## config.mk

```make
export PLATFORM = sky130hd
export DESIGN_NAME = fp_rf_wb_arbiter
export DESIGN_NICKNAME = d
export VERILOG_FILES = /design/src/rtl/fp_rf_wb_arbiter.sv
export SDC_FILE = /design/constraint.sdc
export NUM_CORES = 1
export LEC_CHECK = 0
export CELL_PAD_IN_SITES_DETAIL_PLACEMENT = 1
export CELL_PAD_IN_SITES_GLOBAL_PLACEMENT = 2
export CORE_UTILIZATION = 42
export DETAILED_ROUTE_END_ITERATION = 8
export PLACE_DENSITY = 0.95
export SLEW_MARGIN = 10
export SYNTH_ARGS = -nofsm -noshare
export SYNTH_HDL_FRONTEND = slang
export SYNTH_SLANG_ARGS = --single-unit
```

## constraint.sdc

```tcl
create_clock -name clk -period 10.37 [get_ports clk]
set_input_delay 2.074 -clock clk [delete_from_list [all_inputs] [get_ports clk]]
set_output_delay 2.074 -clock clk [all_outputs]
set_load 0.01 [all_outputs]
```

## src/rtl/fp_rf_wb_arbiter.sv

```systemverilog
// FP register file write-back arbiter: two requesters (FPU result, FP load) each
// queue {addr, data} in a small FIFO; a round-robin pick drives one registered write per cycle.
module fp_rf_wb_arbiter #(
    parameter int DEPTH = 2
) (
    input  logic        clk,
    input  logic        rst,
    input  logic        r0_valid,
    output logic        r0_ready,
    input  logic [4:0]  r0_addr,
    input  logic [63:0] r0_data,
    input  logic        r1_valid,
    output logic        r1_ready,
    input  logic [4:0]  r1_addr,
    input  logic [63:0] r1_data,
    output logic        rf_we,
    output logic [4:0]  rf_waddr,
    output logic [63:0] rf_wdata,
    output logic [31:0] busy,
    output logic        idle
);

    localparam int PW = (DEPTH > 1) ? $clog2(DEPTH) : 1;
    localparam int OW = $clog2(DEPTH + 1);
    localparam int CW = $clog2(2 * DEPTH + 1);

    logic [1:0]    in_valid;
    logic [4:0]    in_addr [2];
    logic [63:0]   in_data [2];

    logic [4:0]    q_addr [2][DEPTH];
    logic [63:0]   q_data [2][DEPTH];
    logic [PW-1:0] wr_ptr [2];
    logic [PW-1:0] rd_ptr [2];
    logic [OW-1:0] occ [2];

    logic [1:0]    ready;
    logic [1:0]    nonempty;
    logic [1:0]    accept;
    logic [1:0]    pop;
    logic          grant;
    logic          last_grant;
    logic [4:0]    head_addr;
    logic [63:0]   head_data;

    logic [CW-1:0] pend [1:31];

    assign in_valid   = {r1_valid, r0_valid};
    assign in_addr[0] = r0_addr;
    assign in_addr[1] = r1_addr;
    assign in_data[0] = r0_data;
    assign in_data[1] = r1_data;

    // Ready looks only at registered occupancy, so a full FIFO never accepts
    // in the same cycle it pops.
    always_comb begin
        for (int i = 0; i < 2; i++) begin
            ready[i]    = (occ[i] < OW'(DEPTH));
            nonempty[i] = (occ[i] != '0);
        end
    end

    assign accept   = in_valid & ready;
    assign r0_ready = ready[0];
    assign r1_ready = ready[1];

    // last_grant = 1 means requester 1 was served last, so requester 0 wins a tie.
    assign pop[0] = nonempty[0] && !(nonempty[1] && !last_grant);
    assign pop[1] = nonempty[1] && !(nonempty[0] && last_grant);
    assign grant  = pop[1];

    assign head_addr = q_addr[grant][rd_ptr[grant]];
    assign head_data = q_data[grant][rd_ptr[grant]];

    always_ff @(posedge clk) begin
        for (int i = 0; i < 2; i++) begin
            if (accept[i]) begin
                q_addr[i][wr_ptr[i]] <= in_addr[i];
                q_data[i][wr_ptr[i]] <= in_data[i];
            end
        end
    end

    always_ff @(posedge clk or negedge rst) begin
        if (!rst) begin
            for (int i = 0; i < 2; i++) begin
                wr_ptr[i] <= '0;
                rd_ptr[i] <= '0;
                occ[i]    <= '0;
            end
        end else begin
            for (int i = 0; i < 2; i++) begin
                if (accept[i]) begin
                    wr_ptr[i] <= wr_ptr[i] + PW'(1);
                end
                if (pop[i]) begin
                    rd_ptr[i] <= rd_ptr[i] + PW'(1);
                end
                occ[i] <= occ[i] + OW'(accept[i]) - OW'(pop[i]);
            end
        end
    end

    // Address-0 entries still consume an arbitration slot but never write.
    always_ff @(posedge clk or negedge rst) begin
        if (!rst) begin
            rf_we      <= 1'b0;
            rf_waddr   <= '0;
            rf_wdata   <= '0;
            last_grant <= 1'b1;
        end else begin
            rf_we <= 1'b0;
            if (|pop) begin
                last_grant <= grant;
                if (head_addr != '0) begin
                    rf_we    <= 1'b1;
                    rf_waddr <= head_addr;
                    rf_wdata <= head_data;
                end
            end
        end
    end

    // Pending writes per register: counts queued entries plus the output stage.
    always_ff @(posedge clk or negedge rst) begin
        if (!rst) begin
            for (int k = 1; k < 32; k++) begin
                pend[k] <= '0;
            end
        end else begin
            for (int k = 1; k < 32; k++) begin
                pend[k] <= pend[k]
                         + CW'(accept[0] && (in_addr[0] == 5'(k)))
                         + CW'(accept[1] && (in_addr[1] == 5'(k)))
                         - CW'(rf_we && (rf_waddr == 5'(k)));
            end
        end
    end

    always_comb begin
        busy = '0;
        for (int k = 1; k < 32; k++) begin
            busy[k] = (pend[k] != '0);
        end
    end

    assign idle = !nonempty[0] && !nonempty[1] && !rf_we;

endmodule

```

* Word-level counts from Yosys, hierarchy flattened
Memories as Yosys holds them, arrays and structs flattened. Cells that the tools add are included.
Storage, ports and cells: bits in registers 172, bits in writable memories 276, input bits 142, output and inout bits 105, logic and storage cells 418, memories kept 2
Memories:
- q_data | words 2, bits a word 128, read ports 1, clocked after Yosys merged registers in 0, wr ports 2, line 32 | logic [63:0] q_data [2][DEPTH];
- q_addr | words 2, bits a word 10, read ports 1, clocked after Yosys merged registers in 0, wr ports 2, line 31 | logic [4:0] q_addr [2][DEPTH];
Cells by class: add/sub/neg operators 101, order comparisons 8, equality and inequality tests 93, mux-type cells 25, bitwise logic cells 5, reduce and logical (&&, ||, !) cells 143
Operators with widths (count):
- $mux 64 | 5
- $mux 128 | 2
- $eq 5x5->1 const B | 48
- $add 3x1->3 | 62
- $demux 64 s1 | 2
- $eq 5x4->1 const B | 24
- $logic_and 1x1->1 | 101
- $reduce_bool 3->1 | 31
- $sub 3x1->3 | 31
- $eq 5x3->1 const B | 12
- $eq 5x2->1 const B | 6
- $mux 5 | 5
- $mux 10 | 2
- $eq 5x1->1 const B | 3
- $demux 5 s1 | 2
- $ge 2x2->1 const B | 4
- $not 1->2 | 4
- $mux 1 | 7
- $logic_not 1->1 | 6
- $reduce_bool 5->1 | 1
- $add 1x1->1 const B | 4
- $add 2x1->2 | 2
- $lt 2x1->1 const B | 2
- $lt 2x2->1 const B | 2
- 5 further kinds | 7

* Longest topological paths before layout
depth after elaboration 15, depth in mapped cells 11, gate-level depth less buffers 10

* Worst setup path before layout
OpenSTA, ideal clock, no wires.
path kind input to register, start in r1_valid, end mem q_addr[1][5] (netlist bit), enable pin, setup time 0.497 ns, arrival time 5.361 ns, data required time 9.873 ns, path slack 4.512 ns, stages on the path 3, path buffers 0, cell sequence nor2b_1 inv_1 nor2_1
RTL lines:
- from (decl) | line 12 | input logic r1_valid,
- to (decl) | line 31

* Worst setup path in the final report
start in r0_valid, end reg pend[89] (netlist bit)
Between the ends: word-level cells in the longest chain between the ends 5
RTL lines:
- from (decl) | line 8 | input logic r0_valid,
- $and 2x2->2 | line 63 | assign accept = in_valid & ready;
- $logic_and 1x1->1 | line 133 | + CW'(accept[0] && (in_addr[0] == 5'(k)))
- $add 3x1->3 | line 133
- $add 3x1->3 | line 134 | + CW'(accept[1] && (in_addr[1] == 5'(k)))
- $sub 3x1->3 | line 135 | - CW'(rf_we && (rf_waddr == 5'(k)));
- to (signal, indexed assignment) | line 132 | pend[k] <= pend[k]
- to (decl) | line 46 | logic [CW-1:0] pend [1:31];
No other way between the ends. A chain may end at the register's enable or synchronous reset.

==> flow_summary_export.csv <==
group,metric,value,unit
global_route,grt_pass1_wl,81300,µm
power,p_per_area,319,mW/mm²
die,ios,247,
timing,drv_slew,0,
die,die-width,218,µm
worst_setup_path,worst-endpoint-arrival,5230,ps
worst_hold_path,hp-start,"pend[47]$_DFF_PN0_",
timing,min_period,4740,ps
logic_synthesis,post_synthesis_sequential_area_ratio,64.2,%
clock_tree,clk_path_buf_depth,3,
run_status,run_status,"finished clean",
clock_tree,cts_tree,"yes",
timing,clock.fmax,211,MHz
logic_synthesis,synth_enable_flop_cells,276,
worst_setup_path,setup.reg_to_reg.worst_slack,6140,ps
worst_setup_path,end_kind,"flip-flop",
timing,skew,43.2,ps
clock_tree,post_cts.repair.setup_buffers,0,
worst_setup_path,crit_type,"in -> reg",
clock_tree,cts_num_sinks,448,
worst_setup_path,crit_required,10860,ps
timing,worst_slew_pin_slew,1100,ps
timing,setup_tns,0,ps
logic_synthesis,ys.flop_type,"sky130_fd_sc_hd__edfxtp_1",
logic_synthesis,syn-mean-instance-area,14.5,µm²
die,fp.dieArea,0.0476,mm²
timing,setup_repair_after_global_routing_missed_its_margin,"no",
routing,detailroute.via_count,11900,
routing,antenna_left,0,
layout,syn_to_final_growth,23.6,%
clock_tree,cts.hold.buffers_added,0,
worst_setup_path,timing.reg2reg.worst_path_depth,8,
routing,routed_wire_length_per_instance,23.6,µm
routing,drt_iter0_drc,614,
logic_synthesis,synthesis.instances,1354,
layout,final_layout_size_suffix_gt1_share,9.79,%
worst_hold_path,endpoint_of_the_worst_hold_timing_path,"pend[47]$_DFF_PN0_",
worst_setup_path,critical_path.reg2reg.endpoint,"rf_wdata[29]$_DFFE_PN0P_",
die,initial_core_util,42.9,%
timing,report.final.hold_viol_count,0,
global_route,first_global_vias,13200,
logic_synthesis,async_flop_share,38.4,%
routing,detail_route.drc_violations,0,
global_route,maximum_number_of_pins_on_one_net_before_global_route_repair,71,
run,cap_viol_max_count,0,
clock_tree,ctsRootBufferMaster,"sky130_fd_sc_hd__clkbuf_16",
global_route,overflow,0,
timing,finalSetupViolCount,0,
power,total_leakage_power,9.43,nW
placement,port_buffers,245,
layout,count_of_filler_cells_inserted_in_the_layout,4464,
placement,gp_routability_congestion,0.801,
layout,nNetsFinal,1843,
worst_hold_path,whs_path_depth,1,
timing,hold_slack,464,ps
power,power.ir.vdd_worst,0.000172,V
layout,most_frequent_cells_in_the_layout,"276 x sky130_fd_sc_hd__edfxtp_1, 244 x sky130_fd_sc_hd__clkdlybuf4s50_1, 169 x sky130_fd_sc_hd__dfrtp_1",
clock_tree,post_cts_resize_count,0,
die,die_y,218,µm
placement,post-dp-hpwl,34000,µm
global_route,grt_antenna_before_repair,10,
layout,area.sequential,0.0126,mm²
clock_tree,cts-buffers-inserted,49,
global_route,gr-usage-all-layers,22.8,%
worst_setup_path,critPathLaunchType,"input pin",
logic_synthesis,count_of_distinct_cell_types_in_the_synthesized_netlist,40,
logic_synthesis,ys_ff_latch,448,
layout,layout.cells.most_common,"sky130_fd_sc_hd__edfxtp_1",
die,num_rows,78,
die,placeableCoreArea,0.0457,mm²
worst_hold_path,min_path_type,"reg -> reg",
clock_tree,worst_skew_pair.late_latency,620,ps
logic_synthesis,synth-warning-count,0,
layout,area_used_by_multi_input_combinational_logic,0.00631,mm²
timing,finalCritPeriodShare,45.7,%
clock_tree,cts.htree.levels,2,
timing,slew_headroom,26.6,%
routing,routed_wirelength,53000,µm
routing,drt-vias-per-instance,5.28,
routing,drtPass1Iterations,5,
clock_tree,cts.reportedPaths.clkPinSlew,60,ps
worst_setup_path,worst_r2r_startpoint,"occ[1]$_DFF_PN0_",
worst_setup_path,crit_fanout,5,
logic_synthesis,syn-cell-area,0.0196,mm²
logic_synthesis,synth.net_count,1593,
worst max path at each step:
stage | startpoint | to | slack, ps | cells past startpoint
3_5_place_dp | r0_valid | pend[68]$_DFF_PN0_ | 5050 | 11
2_1_floorplan | r1_valid | q_addr[1][5]$_DFFE_PP_ | 4510 | 3
5_1_grt | r0_valid | pend[68]$_DFF_PN0_ | 5370 | 11
6_report | r0_valid | pend[89]$_DFF_PN0_ | 5630 | 11
3_3_place_gp | r0_valid | pend[68]$_DFF_PN0_ | 5100 | 11
4_1_cts | occ[1]$_DFF_PN0_ | idle | 5670 | 4
per-stage QoR:
step | utilization [%] | worst slack [ps] | total power [mW] | std cells | cell area, µm²
after floorplan | - | 4510 | 4.90 | 1354 | 19600
after global placement | 49.6 | 5100 | 5.78 | 2153 | 22600
after global routing | 53.1 | 5370 | 8.18 | 2245 | 24200
after CTS | 53.1 | 5670 | 7.83 | 2245 | 24200
final | 53.1 | 5630 | 7.74 | 2247 | 24200
after detailed placement | 49.6 | 5050 | 5.99 | 2153 | 22600
final cells by class:
type | count | share of cell area [%]
clock inverters | 22 | 1.04
repair buffers | 255 | 10.4
diodes | 2 | 0.0206
inverters | 121 | 1.88
flip-flops and latches | 448 | 52.0
multi-input cells | 729 | 26.0
clock buffers | 70 | 5.55
well taps | 600 | 3.10
registers in the layout (all words and copies together), names as in the netlist:
name        count
q_data        256
pend           93
rf_wdata       64
q_addr         20
rf_waddr        5
occ             4
rd_ptr          2
wr_ptr          2
last_grant      1
rf_we           1
metal layers:
layer | GRT usage (%) | up-vias | wire, µm
met5 | 0 | - | 95
met4 | 6.81 | 16 | 1200
met3 | 5.29 | 98 | 3620
met2 | 39.2 | 355 | 26800
met1 | 28.5 | 6170 | 21400
li1 | - | 5220 | -
synth_stat cells, drive strengths merged (2+ instances only):
master	number	share of area, %
nor2b	74	2.4
a22oi	2	0.077
buf	24	0.85
edfxtp	276	42
dfrtp	171	22
nand3	8	0.20
a211oi	64	2.4
o21ai	7	0.20
ha	35	2.2
and2	4	0.13
inv	121	2.3
mux2i	69	3.5
xnor2	42	1.9
fa	62	6.3
clkbuf	32	0.62
a21oi	64	1.6
nand2b	10	0.32
nor3	13	0.33
xor2	28	1.3
nor4	5	0.16
a32o	4	0.20
nand2	62	1.2
or3	32	1.0
or2	3	0.096
mux2	69	4.9
nor2	66	1.3
where the power goes:
part           internal (mW)  switching [mW]
combinational           1.49            1.55
sequential              2.53           0.425
clock                   1.01           0.738
critical path, stage by stage:
cell and delay [ps]:
sky130_fd_sc_hd__clkdlybuf4s50_1 450, sky130_fd_sc_hd__nor2b_1 470, sky130_fd_sc_hd__nand2b_1 240, sky130_fd_sc_hd__nor3_1 390, sky130_fd_sc_hd__nand2_1 100, sky130_fd_sc_hd__ha_1 310, sky130_fd_sc_hd__inv_1 50, sky130_fd_sc_hd__fa_1 400
sky130_fd_sc_hd__fa_1 390, sky130_fd_sc_hd__xor2_1 200, sky130_fd_sc_hd__xnor2_1 150
logic make-up after synthesis:
group                    count (synthesis)  synth area share, %
flip-flops                             448                 64.2
AND/OR/NAND/NOR                        278                 7.10
buffers and inverters                  177                 3.78
AO/OA/AOI/OAI                          145                 4.78
multiplexers                           138                 8.42
adder cells (fa/ha/maj)                 97                 8.56
XOR/XNOR                                70                 3.13
other                                    1               0.0191
Note: power is estimated with default switching activity, not from simulation.
